`src/rtl/csr_access_unit.sv`:
```
// csr_access_unit
//   Initiator side of the CSR register-file port, sitting at commit. Takes one
//   committing instruction at a time. It sequences a csrrd/csrwr/csrxchg access,
//   an exception entry or an ertn return onto the CSR port. It then returns the
//   old CSR value to writeback and/or issues a one-cycle flush with the
//   redirect PC.
//
// Ports
//   clk, rstn                 clock, async active-low reset
//   in_valid/in_ready         commit request handshake (ready only in IDLE)
//   in_op, in_csr_num, in_rj, in_rd, in_pc, in_ex, in_ecode, in_esubcode,
//   in_vaddr                  request fields, latched on acceptance
//   csr_addr/re/we/wmask/wdata/rdata   CSR access port (rdata combinational)
//   ex_en, ecode, esubcode, pc, vaddr  exception / ertn signalling to the CSR file
//   new_pc, ex_entryPC        ERA and EENTRY contents from the CSR file
//   rsp_valid/rsp_ready/rsp_rdata      old-CSR-value response to writeback
//   flush, flush_pc           pipeline flush pulse and redirect target
module csr_access_unit #(
    parameter logic [5:0] ERTN_CODE = 6'h3e
) (
    input  logic        clk,
    input  logic        rstn,
    input  logic        in_valid,
    output logic        in_ready,
    input  logic [2:0]  in_op,
    input  logic [13:0] in_csr_num,
    input  logic [31:0] in_rj,
    input  logic [31:0] in_rd,
    input  logic [31:0] in_pc,
    input  logic        in_ex,
    input  logic [5:0]  in_ecode,
    input  logic        in_esubcode,
    input  logic [31:0] in_vaddr,
    output logic [13:0] csr_addr,
    output logic        csr_re,
    output logic        csr_we,
    output logic [31:0] csr_wmask,
    output logic [31:0] csr_wdata,
    input  logic [31:0] csr_rdata,
    output logic        ex_en,
    output logic [5:0]  ecode,
    output logic        esubcode,
    output logic [31:0] pc,
    output logic [31:0] vaddr,
    input  logic [31:0] new_pc,
    input  logic [31:0] ex_entryPC,
    output logic        rsp_valid,
    input  logic        rsp_ready,
    output logic [31:0] rsp_rdata,
    output logic        flush,
    output logic [31:0] flush_pc
);

    localparam logic [2:0] OP_RD   = 3'd1;
    localparam logic [2:0] OP_WR   = 3'd2;
    localparam logic [2:0] OP_XCHG = 3'd3;
    localparam logic [2:0] OP_ERTN = 3'd4;

    typedef enum logic [2:0] {
        S_IDLE, S_ACCESS, S_RESP, S_EXC, S_ERTN, S_FLUSH
    } state_t;

    state_t state, state_nxt;

    logic [2:0]  op_q;
    logic [13:0] num_q;
    logic [31:0] rj_q, rd_q, pc_q, vaddr_q;
    logic [5:0]  ecode_q;
    logic        esub_q;

    logic accept;
    assign accept = in_valid && in_ready;

    // State register
    always_ff @(posedge clk or negedge rstn) begin
        if (!rstn) state <= S_IDLE;
        else       state <= state_nxt;
    end

    // Next-state logic; exception beats ertn beats CSR ops, anything else is a no-op
    always_comb begin
        state_nxt = state;
        case (state)
            S_IDLE: begin
                if (accept) begin
                    if (in_ex)                                 state_nxt = S_EXC;
                    else if (in_op == OP_ERTN)                 state_nxt = S_ERTN;
                    else if (in_op >= OP_RD && in_op <= OP_XCHG) state_nxt = S_ACCESS;
                end
            end
            S_ACCESS: state_nxt = S_RESP;
            S_RESP:   if (rsp_ready) state_nxt = (op_q == OP_RD) ? S_IDLE : S_FLUSH;
            S_EXC:    state_nxt = S_FLUSH;
            S_ERTN:   state_nxt = S_FLUSH;
            S_FLUSH:  state_nxt = S_IDLE;
            default:  state_nxt = S_IDLE;
        endcase
    end

    // Output logic; everything is zero outside its owning state. ecode in
    // particular must stay 0, the register file decodes the ertn code every cycle.
    always_comb begin
        in_ready  = (state == S_IDLE) && rstn;
        csr_addr  = '0;
        csr_re    = 1'b0;
        csr_we    = 1'b0;
        csr_wmask = '0;
        csr_wdata = '0;
        ex_en     = 1'b0;
        ecode     = '0;
        esubcode  = 1'b0;
        pc        = '0;
        vaddr     = '0;
        rsp_valid = 1'b0;
        flush     = 1'b0;
        case (state)
            S_ACCESS: begin
                csr_addr  = num_q;
                csr_re    = 1'b1;
                csr_we    = (op_q == OP_WR) || (op_q == OP_XCHG);
                csr_wmask = (op_q == OP_XCHG) ? rj_q :
                            (op_q == OP_WR)   ? 32'hffff_ffff : 32'h0;
                csr_wdata = rd_q;
            end
            S_RESP:  rsp_valid = 1'b1;
            S_EXC: begin
                ex_en    = 1'b1;
                ecode    = ecode_q;
                esubcode = esub_q;
                pc       = pc_q;
                vaddr    = vaddr_q;
            end
            S_ERTN:  ecode = ERTN_CODE;
            S_FLUSH: flush = 1'b1;
            default: ;
        endcase
    end

    // Request latch, response data and redirect target
    always_ff @(posedge clk or negedge rstn) begin
        if (!rstn) begin
            op_q      <= '0;
            num_q     <= '0;
            rj_q      <= '0;
            rd_q      <= '0;
            pc_q      <= '0;
            vaddr_q   <= '0;
            ecode_q   <= '0;
            esub_q    <= 1'b0;
            rsp_rdata <= '0;
            flush_pc  <= '0;
        end else begin
            if (accept) begin
                op_q    <= in_op;
                num_q   <= in_csr_num;
                rj_q    <= in_rj;
                rd_q    <= in_rd;
                pc_q    <= in_pc;
                vaddr_q <= in_vaddr;
                ecode_q <= in_ecode;
                esub_q  <= in_esubcode;
            end
            // rdata is sampled in the same cycle the write is presented, so it
            // is the pre-write value
            if (state == S_ACCESS) rsp_rdata <= csr_rdata;
            case (state)
                S_RESP:  if (rsp_ready && op_q != OP_RD) flush_pc <= pc_q + 32'd4;
                S_EXC:   flush_pc <= ex_entryPC;
                S_ERTN:  flush_pc <= new_pc;
                default: ;
            endcase
        end
    end

endmodule

```
`config.mk`:
```
export PLATFORM = sky130hd
export DESIGN_NAME = csr_access_unit
export DESIGN_NICKNAME = d
export VERILOG_FILES = /design/src/rtl/csr_access_unit.sv
export SDC_FILE = /design/constraint.sdc
export NUM_CORES = 1
export LEC_CHECK = 0
export BUFFER_PORTS_ARGS = -buffer_cell sky130_fd_sc_hd__buf_2
export CORE_AREA = 4 4 182 184
export CTS_BUF_LIST = sky130_fd_sc_hd__clkbuf_4 sky130_fd_sc_hd__clkbuf_8
export CTS_CLUSTER_SIZE = 20
export DETAILED_ROUTE_END_ITERATION = 10
export DIE_AREA = 0 0 186 188
export REMOVE_ABC_BUFFERS = 1
export SYNTH_ARGS = -nofsm -noshare
export SYNTH_HDL_FRONTEND = slang
export SYNTH_SLANG_ARGS = --single-unit
```
`constraint.sdc`:
```
create_clock -name clk -period 1.8 [get_ports clk]
set_input_delay 0.36 -clock clk [delete_from_list [all_inputs] [get_ports clk]]
set_output_delay 0.36 -clock clk [all_outputs]
set_load 0.1 [all_outputs]
```
### Word-level counts from Yosys, hierarchy flattened

Index checks and enable logic that the tools add are counted.

* register bits: 219
* bits of input ports: 253
* output and inout bits: 219
* logic and storage cells: 61

* add/sub/neg operators: 1
* magnitude comparators: 2
* eq/ne operators: 14
* muxes and demuxes: 23
* reduce and logical (&&, ||, !) cells: 10

Operators with widths (number)
* $mux W32: 7
* $pmux W32 S3: 1
* $add A32 B3 Y32 const B: 1
* $mux W3: 6
* $mux W14: 1
* $eq A3 B2 Y1 const B: 4
* $pmux W3 S4: 1
* $pmux W6 S2: 1
* $eq A3 B3 Y1 const B: 3
* $eq A3 B1 Y1 const B: 2
* $mux W1: 6
* $ne A2 B2 Y1 const B: 3
* $logic_and A1 B1 Y1: 4
* $ne A4 B4 Y1 const B: 1
* $ge A3 B1 Y1 const B: 1
* $le A3 B2 Y1 const B: 1
* $logic_not A3 Y1: 1
* $ne A3 B1 Y1 const B: 1
* $reduce_and A3 Y1: 1
* $reduce_bool A3 Y1: 1
* $reduce_and A2 Y1: 1
* $reduce_or A2 Y1: 1
* $logic_or A1 B1 Y1: 1

### Logic depth before layout (Yosys ltp)

Gate-level depths: netlist of run 1.

* depth in word-level cells: 7
* mapped depth: 8
* depth with buffers taken out: 6

### Least setup slack after synthesis of run 1

No wires, ideal clock.

* path kind: register -> register
* start: reg state[2]
* end: reg num_q[0]
* setup time: 0.117 ns
* data arrival time: 3.321 ns
* path slack: -1.638 ns
* stages on the path, launching flop included: 8
* path buffers: 3
* cells stage by stage: dfrtp_1 > buf_2 > nor4b_2 > nand2_1 > clkbuf_1 > clkbuf_1 > nand2_1 > nand2_1

* word-level cells in the longest chain between the ends: 3

Ends and longest elaborated chain
* from (decl): RTL line 63 `state_t state, state_nxt;`
* from (signal assigned): RTL line 77 `else state <= state_nxt;`
* $logic_not A3 Y1: RTL line 103 `in_ready = (state == S_IDLE) && rstn;`
* $logic_and A1 B1 Y1: RTL line 103
* via in_ready: RTL line 24 `output logic in_ready,`
* $logic_and A1 B1 Y1: RTL line 72 `assign accept = in_valid && in_ready;`
* to (signal assigned): RTL line 155 `num_q <= in_csr_num;`
* to (decl): RTL line 66 `logic [13:0] num_q;`

The timed path passes the listed nets, and every way through them passes these cells.
A chain may end at the register's enable or synchronous reset.

### Worst setup path after layout of run 1

* start: reg state[0]
* end: out csr_wmask[3]

* word-level cells in the longest chain between the ends: 2

Ends and longest elaborated chain
* $eq A3 B1 Y1: RTL line 116 `case (state)`
* $mux W32: RTL line 116
* to (decl): RTL line 37 `output logic [31:0] csr_wmask,`

Every way passes these cells.

==> results of run 1 <==
-- layer usage --
| metal | part of all wire (%) | track usage [%] | vias to the layer above |
|---|---|---|---|
| li1 | - | - | 5133 |
| met1 | 37 | 26.1 | 5367 |
| met2 | 50 | 39.0 | 535 |
| met3 | 8.3 | 6.40 | 137 |
| met4 | 4.8 | 9.89 | 4 |
| met5 | 0.060 | 0 | - |
-- state kept, by name, indices dropped and copies added (netlist names) --
name	cells
state	3
pc_q	32
num_q	14
rsp_rdata	32
rj_q	32
op_q	3
flush_pc	32
rd_q	32
vaddr_q	32
ecode_q	6
esub_q	1
-- how the worst max path moves through the flow --
stage	to	startpoint	depth (start not counted)
CTS	csr_wmask[3]	state[1]$_DFFE_PN0P_	7
detailed placement	flush_pc[6]$_DFFE_PN0P_	state[1]$_DFFE_PN0P_	7
floorplan	csr_wmask[0]	state[2]$_DFFE_PN0P_	3
global route	csr_wmask[3]	state[0]$_DFFE_PN0P_	7
global placement	csr_wmask[18]	state[2]$_DFFE_PN0P_	6
finish	csr_wmask[3]	state[0]$_DFFE_PN0P_	7
-- what timing repair did --
action	4_1_cts	5_1_grt
buffers inserted	12	9
endpoints found under the setup margin	235	357
gates cloned	8	26
pin swaps	30	40
gates resized for setup	182	115
hold endpoints to repair	315	0
hold buffers	97	0
-- per-stage QoR --
stage / TNS (ns) / setup WS (ns) / area, sq um
global route: -137.79 / -0.685 / 20000
floorplan: -1265.09 / -5.65 / 9930
global placement: -1.65 / -0.0933 / 16100
CTS: -104.40 / -0.619 / 19000
detailed placement: -3.89 / -0.142 / 16100
finish: -106.25 / -0.608 / 20000
-- worst max-delay path, cell delays in order (launching register included) --
cell and delay, ns:
dfrtp_1 0.44, nor3b_4 0.24, nand3b_1 0.11, buf_6 0.17, buf_12 0.15, a21oi_2 0.10
buf_4 0.14, buf_12 0.17
-- cell type report --
type | instances | area share, %
multi-input combinational | 825 | 25.8
tap | 402 | 2.51
sequential | 219 | 27.4
timing repair buffer | 714 | 39.1
inverter | 40 | 0.813
antenna | 7 | 0.0876
clock buffer | 62 | 3.86
clock inverter | 8 | 0.463
-- power breakdown --
group | switching (W) | internal (W)
clock | 0.00216 | 0.00301
combinational | 0.0163 | 0.00816
sequential | 0.00140 | 0.00732
total | 0.0198 | 0.0185
-- logic make-up (layout without fill, tap and decap cells) --
group	after synthesis	in the layout
mux	35	35
compound gates	149	149
fa+ha+maj	1	1
xor+xnor	24	24
flops	219	219
simple gates	616	616
other cells	0	7
buf+inv	114	824
-- cell usage in the layout, fill, tap and decap left out, drive strengths merged, types with 3 or more instances in the layout --
cell,n
a21oi,48
a221oi,13
a222oi,10
a22oi,4
a2bb2oi,3
a31oi,6
and2,113
and3,4
and3b,3
buf,595
clkbuf,84
clkinv,6
dfrtp,219
diode,7
dlygate4sd3,97
inv,39
mux2,35
nand2,411
nand2b,3
nand3,13
nand4,8
nor2,39
nor3,6
nor3b,3
nor4,5
o21a,3
o21ai,55
xnor2,6
xor2,18
==> flow_metrics.tcl, run 1 <==
set metrics [dict create \
    ir_drop_mv 1.35 \
    period_needed_ns 2.41 \
    h-tree-depth 2 \
    dr.pass1.iters 5 \
    min_path_cells 3 \
    drt-total-wl_microns 45200 \
    max_clock_freq_ghz 0.415 \
    syn2layout_area_growth_pct 95.4 \
    seq_area_sq_um 5480 \
    max_cap_viol_count 0 \
    setup_viol 353 \
    hold_start "in_pc[8]" \
    hold_slack_ns 0.0344 \
    ant_nets 0 \
    dominantRegCellSynth "dfrtp_1" \
    via_count 11200 \
    via_per_inst 4.91 \
    finalHoldViolations 0 \
    powerDensity_nw_per_um2 1920 \
    synth_common_cells "nand2_1 (411), dfrtp_1 (219), and2_1 (112), o21ai_0 (54), clkbuf_1 (52)" \
    synth_top_family_by_area "simple AND/OR/NAND/NOR gates" \
    synth_compound_area_share_pct 8.85 \
    grt_max_degree 112 \
    clock_tree.buffer_depth 3 \
    yosysUniqueCellTypes 49 \
    antenna_found_initial 9 \
    hold_path_end "pc_q[8]$_DFFE_PN0P_" \
    total_power_w 0.0383 \
    grt.total_usage_pct 22.7 \
    syn-cell-area_sq_um 10200 \
    die_h_microns 188 \
    io_buffer_count 471 \
    core_sq_um 31400 \
    critPathKind "flop to output pin" \
    cts.sinks 219 \
    placementRows 65 \
    io_pins 472 \
    muxShareOfSynthArea_pct 3.85 \
    ys_ff_latch 219 \
    post-synth-top-count-cell "nand2_1" \
    rsz0062_at_grt "true" \
    grt_pass1_vias 11300 \
    reg2reg_depth 7 \
    setup_slack_ns -0.608 \
    syn_area_per_cell_sq_um 8.84 \
    multi_input_area_sq_um 5150 \
    final_nets 2096 \
    insertion_delay_ns 0.53 \
    reg2reg_to "op_q[1]$_DFFE_PN0P_" \
    r2r-start "state[1]$_DFFE_PN0P_" \
    slew_viol_final 0 \
    synth_xor_area_share_pct 2.05 \
    finalCritPeriodShare_pct 134 \
    ys_seq_area_share_pct 53.5 \
    r2r_slack_ns -0.19 \
    yosysTopAreaCellShare_pct 53.5 \
    fin_util_pct 63.7 \
    gr-total-overflow 0 \
    slew_headroom_pct 53.7 \
    dp.cells 2049 \
    start_util_pct 32.6 \
    cp.required_ns 1.44 \
    yosysWarnings 0 \
    drtIter0Drc 583 \
    drive_gt1_share_pct 48.8 \
    grt_pass1_wl_microns 62800 \
    gp_congestion 0.832 \
    status "finished with violations" \
    hold_path.class "input pin to flop" \
    leakage_nw 9.66 \
    synth_edf_count 0 \
    drcViolationCount 0 \
    crit_path_end_kind "output pin" \
    cts_root_buf "clkbuf_8" \
    wl_per_cell_microns 19.9 \
    synthArstFlopShare_pct 100 \
    numCtsBuffers 42 \
    cts_tree "yes" \
    path_clk_slew_ns 0.06 \
    dpl.hpwl_microns 28400 \
    path_max_fanout 5 \
    clock_skew_ns 0.0163 \
    syn-instance-count 1158 \
    violations "negative setup slack" \
    worst_slew_pin_slew_ns 0.694 \
    synthSimpleGateAreaFrac_pct 27.1 \
    die_w_microns 186 \
    fin_cells 2277 \
    die-area_sq_um 35000 \
    cp.arrival_ns 2.05 \
    cp-start-kind "flop" \
    synthTopCellsByArea "dfrtp_1 (54%), nand2_1 (15%), and2_1 (6.8%)" \
    nFillCells 2372 \
    yosysTopAreaCell "dfrtp_1" \
    synth-adder-area-share_pct 0.122 \
]
No activity file was read; power rests on OpenSTA's default activity.
==> run 2, diff against run 1 <==
- SKIP_CTS_REPAIR_TIMING: default -> 1
==> flow_metrics.tcl, run 2 (synthesized netlist as in run 1, its figures left out) <==
set metrics [dict create \
    period_needed_ns 2.39 \
    io_pins 472 \
    grt_pass1_wl_microns 57200 \
    setup_viol 198 \
    nFillCells 2661 \
    path_buf_inv 4 \
    grt_use_met3_pct 6.61 \
    drcViolationCount 0 \
    crit_family "buffers and inverters" \
    via_count 10400 \
    io_buffer_count 471 \
    use_met2_pct 35.2 \
    drt-total-wl_microns 40800 \
    dr.pass1.iters 5 \
    cp-start-kind "flop" \
    status "finished with violations" \
    antenna_found_initial 6 \
    max_stage_delay_ns 0.43 \
    grt_max_degree 112 \
    path_max_fanout 5 \
    total_power_w 0.0370 \
    multi_input_area_sq_um 5000 \
    max_cap_viol_count 0 \
    syn2layout_area_growth_pct 80.2 \
    dpl.hpwl_microns 28400 \
    placementRows 65 \
    cts.sinks 219 \
    setup_slack_ns -0.587 \
    finalCritPeriodShare_pct 133 \
    die_w_microns 186 \
    numCtsBuffers 42 \
    slew_viol_final 0 \
    wl_per_cell_microns 18.7 \
    cts_tree "yes" \
    path_clk_slew_ns 0.06 \
    design_area_sq_um 18400 \
    cp_cell_sequence "nor3b_4 > nand3b_1 > buf_6 > buf_12 > a21oi_2 > buf_4 > buf_12" \
    start_util_pct 32.6 \
    crit_slowest_cell "dfrtp_1" \
    ir_drop_mv 1.36 \
    core_sq_um 31400 \
    die_h_microns 188 \
    powerDensity_nw_per_um2 2010 \
    grt_pass1_vias 10300 \
    fin_setup_tns_ns -87.82 \
    dp_slack_ns -0.142 \
    cts_root_buf "clkbuf_8" \
    cp.required_ns 1.44 \
    gr-total-overflow 0 \
    drive_gt1_share_pct 49.0 \
    cp.arrival_ns 2.03 \
    max_clock_freq_ghz 0.419 \
    path_common_cell "buf_12" \
    die-area_sq_um 35000 \
    mostFrequentLayoutCells "nand2_1 (392), buf_2 (315), dfrtp_1 (217)" \
    critPathKind "flop to output pin" \
    violations "negative setup slack" \
    placement.cell_area_sq_um 16100 \
    h-tree-depth 2 \
    finalHoldViolations 0 \
    worst_slew_pin_slew_ns 0.751 \
    via_per_inst 4.78 \
    clock_skew_ns 0.0120 \
    ant_nets 0 \
    hold_path.class "input pin to flop" \
    rsz0062_at_grt "true" \
    gp_congestion 0.832 \
    top_usage_layer "met2" \
    drtIter0Drc 538 \
    grt.total_usage_pct 20.6 \
    leakage_nw 9.01 \
    clock_tree.buffer_depth 3 \
    crit_path_end_kind "output pin" \
    insertion_delay_ns 0.53 \
    slew_headroom_pct 49.9 \
    seq_area_sq_um 5480 \
    final_nets 2000 \
    use_met1_pct 24.2 \
    fin_util_pct 58.8 \
    final_common_cell "nand2_1" \
]
==> run 2: cell count changes in the layout (fill, tap and decap cells not counted), sizes merged <==
cell         change
and3b            +1
buf              -9
clkbuf           -9
clkinv           -1
diode            -3
dlygate4sd3     -79
inv              +1
==> run 2: stage by stage <==
step	hold WS, ns	std cells
6_report	0.0114	2178
5_1_grt	0.000264	2178
4_1_cts	-0.0830	2119
3_5_place_dp	0.454	2049
3_3_place_gp	0.448	2049
2_1_floorplan	0.0644	1084
==> run 2: worst paths after layout <==
path                                           start                       end  slack, ns  cells past startpoint
worst max-delay path            state[0]$_DFFE_PN0P_              csr_wmask[3]      -0.59                      7
worst min-delay path                       in_rd[27]      rd_q[27]$_DFFE_PN0P_       0.01                      3
worst max register to register  state[1]$_DFFE_PN0P_  flush_pc[17]$_DFFE_PN0P_      -0.45                     10
worst min register to register  rd_q[26]$_DFFE_PN0P_      rd_q[26]$_DFFE_PN0P_       0.47                      2
max in group asynchronous                       rstn       rj_q[2]$_DFFE_PN0P_       0.68                      3
min in group asynchronous                       rstn      state[1]$_DFFE_PN0P_       0.54                      3
==> run 2: final cells by class <==
| class | instances | share of cell area [%] |
|---|---|---|
| Timing Repair Buffer | 617 | 34.9 |
| Sequential cell | 219 | 29.7 |
| Multi-Input combinational cell | 826 | 27.1 |
| Clock buffer | 62 | 4.18 |
| Tap cell | 402 | 2.73 |
| Inverter | 40 | 0.814 |
| Clock inverter | 8 | 0.502 |
| Antenna cell | 4 | 0.0543 |
==> run 2: per-layer routing <==
| metal | part of all wire (%) | vias to the layer above |
|---|---|---|
| li1 | - | 4943 |
| met2 | 51 | 425 |
| met3 | 8.5 | 84 |
| met5 | 0.066 | - |
| met1 | 37 | 4955 |
| met4 | 3.3 | 4 |
==> run 2: tightest hold or removal path, delay by kind of cell <==
family,cells,cell delay (ns)
buffers and inverters,1,0.07
AND/OR/NAND/NOR,2,0.08
==> run 2: power by group <==
| part | leakage [nW] | switching, W | internal [W] |
|---|---|---|---|
| registers | 2.68 | 0.00135 | 0.00732 |
| logic | 5.88 | 0.0158 | 0.00739 |
| clock network | 0.460 | 0.00213 | 0.00301 |
| total | 9.01 | 0.0193 | 0.0177 |
==> run 3, diff against run 2 <==
- PLACE_DENSITY: default -> 0.58
==> flow_metrics.tcl, run 3 (synthesized netlist as in run 1, its figures left out) <==
set metrics [dict create \
    clock_tree.buffer_depth 3 \
    finalCritPeriodShare_pct 135 \
    core_sq_um 31400 \
    cp-start-kind "flop" \
    slew_headroom_pct 47.3 \
    ir_drop_mv 1.41 \
    antenna_cells 0 \
    drive_gt1_share_pct 51.5 \
    cts_root_buf "clkbuf_8" \
    max_cap_viol_count 0 \
    final_common_cell "nand2_1" \
    powerDensity_nw_per_um2 1960 \
    io_pins 472 \
    cts_tree "yes" \
    violations "negative hold slack, negative setup slack" \
    slew_viol_final 0 \
    die_w_microns 186 \
    start_util_pct 32.6 \
    dpl.hpwl_microns 28100 \
    total_power_w 0.0378 \
    insertion_delay_ns 0.54 \
    drt-total-wl_microns 44000 \
    final_nets 2054 \
    via_count 10800 \
    path_max_fanout 8 \
    drtIter0Drc 594 \
    critPathKind "flop to output pin" \
    grt_max_degree 139 \
    numCtsBuffers 41 \
    cp.arrival_ns 2.07 \
    syn2layout_area_growth_pct 88.3 \
    period_needed_ns 2.43 \
    clock_skew_ns 0.0155 \
    path_clk_slew_ns 0.06 \
    rsz0062_at_grt "true" \
    crit_path_end_kind "output pin" \
    mostFrequentLayoutCells "nand2_1 (375), buf_2 (316), dfrtp_1 (217)" \
    max_clock_freq_ghz 0.412 \
    gr-total-overflow 0 \
    drcViolationCount 0 \
    die_h_microns 188 \
    ant_nets 0 \
    grt.total_usage_pct 20.7 \
    grt_pass1_vias 10400 \
    cp.required_ns 1.44 \
    fin_util_pct 61.4 \
    finalHoldViolations 1 \
    gp_congestion 0.824 \
    hold_path.class "input pin to flop" \
    setup_viol 342 \
    die-area_sq_um 35000 \
    cts.sinks 219 \
    io_buffer_count 471 \
    status "finished with violations" \
    worst_slew_pin_slew_ns 0.791 \
    via_per_inst 4.83 \
    leakage_nw 9.49 \
    wl_per_cell_microns 19.7 \
    placementRows 65 \
    antenna_found_initial 5 \
    dr.pass1.iters 5 \
    h-tree-depth 2 \
    setup_slack_ns -0.627 \
    hold_slack_ns -0.000858 \
    grt_pass1_wl_microns 57500 \
]
-- run 3: cell types whose count changed in the layout (fill, tap and decap cells not counted), sizes merged --
cell	delta
inv	+2
buf	+34
clkbuf	+12
diode	-4
bufinv	-2
clkinv	+1
nand2	+1
dlygate4sd3	+10
-- run 3: worst max-delay path: stages, from the launching register on --
cell       delay, ns
dfrtp_2         0.45
nor3b_4         0.23
nand3b_1        0.11
buf_6           0.16
clkbuf_16       0.17
a21oi_2         0.10
buf_4           0.13
buf_12          0.16
-- run 3: final cells by class --
type	count	area [sq um]
Clock inverter	9	55.1
Tap cell	402	503
Multi-Input combinational cell	827	5150
Clock buffer	64	806
Fill cell	2544	12100
Timing Repair Buffer	671	7130
Sequential cell	219	5480
Inverter	40	150
-- run 3: final timing paths --
check,slack [ns],depth (start not counted),start,endpoint
setup / recovery,-0.63,7,state[1]$_DFFE_PN0P_,csr_wmask[10]
hold / removal,-0.0009,3,in_rd[13],rd_q[13]$_DFFE_PN0P_
setup reg to reg,-0.26,7,state[1]$_DFFE_PN0P_,flush_pc[17]$_DFFE_PN0P_
hold reg to reg,0.46,2,num_q[6]$_DFFE_PN0P_,num_q[6]$_DFFE_PN0P_
max in group asynchronous,0.28,4,rstn,vaddr_q[28]$_DFFE_PN0P_
min in group asynchronous,0.53,3,rstn,op_q[0]$_DFFE_PN0P_
-- run 3: through the flow --
| stage | TNS [ns] | hold slack [ns] | cells | worst slack, ns | area, sq um |
|---|---|---|---|---|---|
| 3_3_place_gp | -1.72 | 0.449 | 2057 | -0.115 | 16100 |
| 5_1_grt | -137.00 | -0.00742 | 2232 | -0.733 | 19300 |
| 2_1_floorplan | -1265.09 | 0.0644 | 1084 | -5.65 | 9930 |
| 4_1_cts | -99.42 | -0.102 | 2130 | -0.687 | 17000 |
| 3_5_place_dp | -5.19 | 0.454 | 2057 | -0.148 | 16100 |
| 6_report | -105.16 | -0.000858 | 2232 | -0.627 | 19300 |
-- run 3: routing by layer --
metal | track usage [%] | part of all wire, % | up-vias
met3 | 6.60 | 7.6 | 103
met5 | 0 | 0.18 | -
met2 | 36.0 | 50 | 456
met1 | 24.4 | 39 | 5150
li1 | - | - | 5055
met4 | 6.31 | 3.3 | 10
-- run 3: power breakdown --
group	internal, W	switching (W)
combinational	0.00800	0.0160
clock	0.00286	0.00221
sequential	0.00732	0.00143
total	0.0182	0.0196
